File: config.mk
export PLATFORM = sky130hd
export DESIGN_NAME = vga_timing_rx
export DESIGN_NICKNAME = d
export VERILOG_FILES = /design/src/rtl/vga_timing_rx.sv
export SDC_FILE = /design/constraint.sdc
export NUM_CORES = 1
export LEC_CHECK = 0
export ABC_AREA = 1
export BUFFER_PORTS_ARGS = -buffer_cell sky130_fd_sc_hd__buf_2
export CORE_AREA = 2 2 236 122
export CTS_CLUSTER_DIAMETER = 120
export DETAILED_ROUTE_END_ITERATION = 7
export DIE_AREA = 0 0 238 124
export GPL_TIMING_DRIVEN = 0
export PLACE_DENSITY = 0.57
export SLEW_MARGIN = 20
export SYNTH_ARGS = -nofsm -noshare
export SYNTH_HDL_FRONTEND = slang
export SYNTH_SLANG_ARGS = --single-unit
File: constraint.sdc
create_clock -name i_clk_25 -period 3 [get_ports i_clk_25]
set_clock_uncertainty 0.2 [all_clocks]
set_input_delay 0.75 -clock i_clk_25 [delete_from_list [all_inputs] [get_ports i_clk_25]]
set_output_delay 0.75 -clock i_clk_25 [all_outputs]
set_load 0.03 [all_outputs]
File: src/rtl/vga_timing_rx.sv
// VGA receive-side timing recovery: registers the pin-level stream, recovers
// pixel coordinates and line/frame pulses, and checks timing to report lock.
`timescale 1ns/1ps

module vga_timing_rx #(
    parameter int H_ACTIVE = 640,
    parameter int H_TOTAL  = 800,
    parameter int V_ACTIVE = 480,
    parameter int V_TOTAL  = 525,
    parameter bit SYNC_NEG = 1'b1,
    parameter int CORDW    = 16
) (
    input  logic             i_clk_25,
    input  logic             i_rst_n,
    input  logic             i_hs,
    input  logic             i_vs,
    input  logic             i_blank_n,
    input  logic [7:0]       i_r,
    input  logic [7:0]       i_g,
    input  logic [7:0]       i_b,
    output logic [7:0]       o_r,
    output logic [7:0]       o_g,
    output logic [7:0]       o_b,
    output logic [CORDW-1:0] o_x,
    output logic [CORDW-1:0] o_y,
    output logic             o_pix_valid,
    output logic             o_line_start,
    output logic             o_frame_start,
    output logic             o_locked,
    output logic             o_err,
    output logic [7:0]       o_err_cnt
);

    localparam int CW = 12;
    localparam logic [CW-1:0] H_LAST  = CW'(H_TOTAL - 1);
    localparam logic [CW-1:0] H_OVER  = CW'(H_TOTAL);
    localparam logic [CW-1:0] H_ACT_W = CW'(H_ACTIVE);
    localparam logic [CW:0]   V_TOT_W = (CW+1)'(V_TOTAL);
    localparam logic [CW:0]   V_ACT_W = (CW+1)'(V_ACTIVE);
    localparam logic [CW-1:0] SAT     = '1;

    typedef enum logic [1:0] {SEARCH, CHECK, LOCKED} state_t;

    state_t state, state_nxt;

    logic             hs1, vs1, de1, hs_prev, vs_prev, de_prev;
    logic [7:0]       r1, g1, b1;
    logic [CW-1:0]    h_clk, de_cnt, v_cnt, act_cnt;
    logic [CORDW-1:0] x_cnt, y_cnt, cur_x;
    logic             hs_act, vs_act, hs_edge, vs_edge, de_rise, de_fall;
    logic             line_seen, viol, is_locked;
    logic [CW:0]      v_seen, a_seen;

    // Stage 1 resets to the inactive sync level so release never fakes an edge.
    // NOTE: sequential state uses non-blocking assignments so every register
    // samples pre-edge values, independent of statement order.
    always_ff @(posedge i_clk_25 or negedge i_rst_n) begin
        if (!i_rst_n) begin
            hs1     <= SYNC_NEG;
            vs1     <= SYNC_NEG;
            de1     <= 1'b0;
            r1      <= '0;
            g1      <= '0;
            b1      <= '0;
            hs_prev <= 1'b0;
            vs_prev <= 1'b0;
            de_prev <= 1'b0;
        end else begin
            hs1     <= i_hs;
            vs1     <= i_vs;
            de1     <= i_blank_n;
            r1      <= i_r;
            g1      <= i_g;
            b1      <= i_b;
            hs_prev <= hs_act;
            vs_prev <= vs_act;
            de_prev <= de1;
        end
    end

    assign hs_act    = SYNC_NEG ? ~hs1 : hs1;
    assign vs_act    = SYNC_NEG ? ~vs1 : vs1;
    assign hs_edge   = hs_act & ~hs_prev;
    assign vs_edge   = vs_act & ~vs_prev;
    assign de_rise   = de1 & ~de_prev;
    assign de_fall   = ~de1 & de_prev;
    assign cur_x     = de_rise ? '0 : x_cnt;
    assign is_locked = (state == LOCKED);
    assign o_locked  = is_locked;

    // A line closing on the VS edge still belongs to the frame being checked.
    assign line_seen = hs_edge && (de_cnt != '0);
    assign v_seen    = {1'b0, v_cnt} + {{CW{1'b0}}, hs_edge};
    assign a_seen    = {1'b0, act_cnt} + {{CW{1'b0}}, line_seen};

    assign viol = (state != SEARCH) && (
                     (hs_edge && (h_clk != H_LAST))
                  || (!hs_edge && (h_clk == H_OVER))
                  || (line_seen && (de_cnt != H_ACT_W))
                  || (vs_edge && ((v_seen != V_TOT_W) || (a_seen != V_ACT_W))));

    // NOTE: next state is defaulted first so no path leaves it unassigned,
    // which keeps this block purely combinational (no inferred latch).
    always_comb begin
        state_nxt = state;
        unique case (state)
            SEARCH: if (vs_edge) state_nxt = CHECK;
            CHECK:  if (viol) state_nxt = SEARCH;
                    else if (vs_edge) state_nxt = LOCKED;
            LOCKED: if (viol) state_nxt = SEARCH;
            default: state_nxt = SEARCH;
        endcase
    end

    always_ff @(posedge i_clk_25 or negedge i_rst_n) begin
        if (!i_rst_n) begin
            state   <= SEARCH;
            h_clk   <= '0;
            de_cnt  <= '0;
            v_cnt   <= '0;
            act_cnt <= '0;
            x_cnt   <= '0;
            y_cnt   <= '0;
        end else begin
            state   <= state_nxt;
            h_clk   <= hs_edge ? '0 : (h_clk == SAT) ? h_clk : h_clk + 1'b1;
            if (hs_edge)
                de_cnt <= {{(CW-1){1'b0}}, de1};
            else if (de1 && de_cnt != SAT)
                de_cnt <= de_cnt + 1'b1;
            if (vs_edge)
                v_cnt <= '0;
            else if (hs_edge && v_cnt != SAT)
                v_cnt <= v_cnt + 1'b1;
            if (vs_edge)
                act_cnt <= '0;
            else if (line_seen && act_cnt != SAT)
                act_cnt <= act_cnt + 1'b1;
            if (de1)
                x_cnt <= cur_x + 1'b1;
            if (vs_edge)
                y_cnt <= '0;
            else if (de_fall)
                y_cnt <= y_cnt + 1'b1;
        end
    end

    // Stage 2: everything here lines up with the pixel that entered two cycles ago.
    always_ff @(posedge i_clk_25 or negedge i_rst_n) begin
        if (!i_rst_n) begin
            o_r           <= '0;
            o_g           <= '0;
            o_b           <= '0;
            o_x           <= '0;
            o_y           <= '0;
            o_pix_valid   <= 1'b0;
            o_line_start  <= 1'b0;
            o_frame_start <= 1'b0;
            o_err         <= 1'b0;
            o_err_cnt     <= '0;
        end else begin
            o_pix_valid   <= de1 && is_locked;
            o_r           <= (de1 && is_locked) ? r1 : '0;
            o_g           <= (de1 && is_locked) ? g1 : '0;
            o_b           <= (de1 && is_locked) ? b1 : '0;
            o_x           <= (de1 && is_locked) ? cur_x : '0;
            o_y           <= (de1 && is_locked) ? y_cnt : '0;
            o_line_start  <= hs_edge && is_locked;
            o_frame_start <= vs_edge && is_locked;
            o_err         <= viol;
            if (viol && o_err_cnt != 8'hFF)
                o_err_cnt <= o_err_cnt + 1'b1;
        end
    end

endmodule

==> summary.txt <==
status - finished clean
reg2reg start - de_cnt[8]
Routed Antenna Nets - 0
crit path max fanout - 8
met1 Use GR - 21.2%
most frequent cells in the layout - dfrtp_1, nand2_1, inv_1
Yosys reg bits - 180
first-pass GRT wire length - 31400 um
most frequent CP cell - nand2_1
Vias/cell - 4.47
Synth area leader - dfrtp_1
hold crit path type - primary input to register
Final setup viols - 0
drt drc - 0
number of flops mapped to enable cells by yosys - 0
Final WS setup - 0.0735 ns
# H-tree levels - 4
R2R Path End - o_err_cnt[7]
die area - 29500 sq um
GRT met2 Usage - 17.8%
Tcrit/Tclk final - 97.6%
cts bufs inserted - 17
share of layout cells above drive strength 1 - 20.9%
RSZ-0062 raised after global routing - true
synthesized area per cell - 8.86 sq um
Crit path required time - 3.17 ns
crit-path cells - nor4_4, a21oi_4, ha_4, ha_4, or2_2, nor2_2, nand3_1, nor2_2, nand2_1, nand2_2, nand2_4, nand3_4, nand2_1, nand2_1
I/O pins - 98
Stages on worst setup path - 14
clock power share - 39.8%
GRT met3 Usage - 4.34%
Bufs and invs on worst path - 0
largest net degree at the start of global routing - 81
most common cell after layout, fill and taps aside - dfrtp_1
CTS sink count - 180
Synth cell types - 44
Synth area leaders - dfrtp_1, nand2_1, inv_1
antenna violations before repair - 0
crit path from - de_cnt[8]
clk slew on worst S/H paths - 0.08 ns
Detail Placement HPWL - 13400 um
area of the multi-input gates - 3160 sq um
Worst Tran Pin Value - 0.586 ns
Max Slew Vio Count - 0
Crit. End Element - register
warnings from Yosys - 0
Crit-path slowest cell - dfrtp_1
global routing's busiest layer - met1
Crit path max-delay family - simple AND/OR/NAND/NOR gates
Final Hold Vio Count - 0
Register Area - 4510 sq um
Final Power - 0.00572 W
maximum vdd drop - 0.000481 V
Max-cap violations - 0
# diodes - 0
drt initial violations - 520
Seq/Total Area, Yosys - 55.5%
routed len/inst - 13.4 um
Final GP Congestion - 0.823
worst-skew pair later-pin latency - 0.44 ns
fin cells - 1418
cell count after synthesis - 917
DP Cell Count - 1376
Switching Share - 29.1%
Async SR Flop Fraction - 100%
R2R cell count - 14
Port Buffers - 97
WS Path Type - register to register
Syn Std Cell Area - 8120 sq um
Die X - 238 um
ys flop type - dfrtp_1
Pwr Density - 574 nW/um^2
Tot GR Track Use - 13.7%
Leak - 4.78 nW
Relative slew margins - 60.9%
CP Launch Type - register
routed vias - 6342
Nets - 1087
final wirelength - 19000 um
Largest stage delay, worst path - 0.46 ns
Max Clock Freq - 0.342 GHz
Fillers - 2803
drt pass-1 iters - 5
flop2flop setup slack - 0.07 ns
Rows - 43
Crit path arrival time - 3.10 ns
dpl ws - -0.589 ns
Internal - 0.00405 W
grt ovf - 0
root buffer cell - clkbuf_16
worst setup path endpoint - o_err_cnt[7]
deepest clock path buffer count - 2
Gate power share - 13.0%
area share of the largest cell type after synthesis - 54.8%
floorplan core area - 27300 sq um
Starting Density - 29.7%
final critical-path required period - 2.93 ns
number of global-route vias before repair - 5952
Switch Pwr - 0.00166 W
die height - 124 um
post-synthesis net count - 959
Area Overhead vs Synth - 22.6%
sequential share of power - 47.2%
TritonCTS clock tree - done
cell usage after synthesis, types with 3 or more instances:
master    number
nand2_1      163
buf_2          3
nor2_2         9
clkbuf_1      10
buf_4          4
nor3_2         5
nand3_1       55
o21ai_0       47
nand2_2       11
ha_1          13
nand2_4        4
inv_1        131
nand4_1       25
nor2_4         6
xnor2_1       10
o31ai_1        5
a21oi_1       40
nor3_1        19
o21a_1         3
a211oi_1       3
xor2_1        20
nor2_1       126
dfrtp_1      178
worst min-delay path by stage:
stage	end	slack [ns]	cells after the start	startpoint
after floorplan	de_prev	0.17	0	de1
after global placement	hs_prev	0.22	1	hs1
after detailed placement	hs_prev	0.23	1	hs1
after CTS	b1[3]	0.18	1	i_b[3]
after global routing	b1[1]	0.18	1	i_b[1]
final	b1[3]	0.21	1	i_b[3]
timing repair:
| action | 4_1_cts | 5_1_grt |
|---|---|---|
| hold buffers | 1 | 0 |
| pin swaps | 5 | 15 |
| cloned | 1 | 0 |
| setup buffers | 3 | 5 |
| setup endpoints to repair | 10 | 10 |
| endpoints found under the hold margin | 10 | 0 |
| resized for setup | 17 | 26 |
layer usage:
metal | wire (um) | share of wire, % | vias up
li1 | - | - | 3178
met1 | 10100 | 53 | 2975
met2 | 7410 | 39 | 177
met3 | 1280 | 6.8 | 12
met4 | 189 | 1.0 | 0
met5 | 0 | 0 | -
flip-flops by register name, indices dropped and copies added, names as in the netlist, 2 cells and up:
| signal | cells |
|---|---|
| act_cnt | 12 |
| o_y | 16 |
| o_err_cnt | 8 |
| o_b | 8 |
| h_clk | 12 |
| b1 | 8 |
| de_cnt | 12 |
| o_x | 16 |
| x_cnt | 16 |
| r1 | 8 |
| state | 2 |
| o_r | 8 |
| y_cnt | 16 |
| g1 | 8 |
| o_g | 8 |
| v_cnt | 12 |
power by group through the flow:
stage | logic [W] | registers [W] | clock network [W]
floorplan | 0.000372 | 0.00278 | 0
global placement | 0.000645 | 0.00273 | 0
detailed placement | 0.000670 | 0.00273 | 0
CTS | 0.000699 | 0.00269 | 0.00235
global route | 0.000845 | 0.00272 | 0.00245
finish | 0.000743 | 0.00270 | 0.00227
area by class of cell:
type | count | share of cell area, %
inverter | 135 | 5.14
clock buffer | 20 | 4.58
tap | 360 | 4.52
multi-input combinational | 583 | 31.7
sequential | 180 | 45.2
clock inverter | 12 | 1.39
buffer | 20 | 1.17
timing repair buffer | 108 | 6.23
worst reg2reg max path, stage by stage (launching register included):
cell and delay, ns:
dfrtp_1 0.46, nor4_4 0.40, a21oi_4 0.14, ha_4 0.20
ha_4 0.20, or2_2 0.30, nor2_2 0.11, nand3_1 0.11
nor2_2 0.18, nand2_1 0.08, nand2_2 0.12, nand2_4 0.10
nand3_4 0.15, nand2_1 0.08, nand2_1 0.06
through the flow:
stage,instance area [sq um],setup TNS (ns),hold slack [ns],util (%)
after floorplan,8120,0,0.174,-
final,9960,0,0.208,36.4
after detailed placement,9120,-5.47,0.227,33.4
after global placement,9060,-391.49,0.222,33.1
after CTS,9830,0,0.179,36.0
after global routing,9960,-0.611,0.179,36.4
cell families (layout without fill, tap and decap cells):
logic type | Yosys count | after routing | share of synthesized area (%)
DFF | 180 | 180 | 55.5
AOI/OAI and AO/OA | 106 | 106 | 7.10
adders and majority gates | 13 | 13 | 2.00
and+or+nand+nor | 433 | 434 | 24.5
xor gates and xnor gates | 30 | 30 | 3.24
buffers and inverters | 155 | 295 | 7.64
Power figures use the tool's default switching activity.
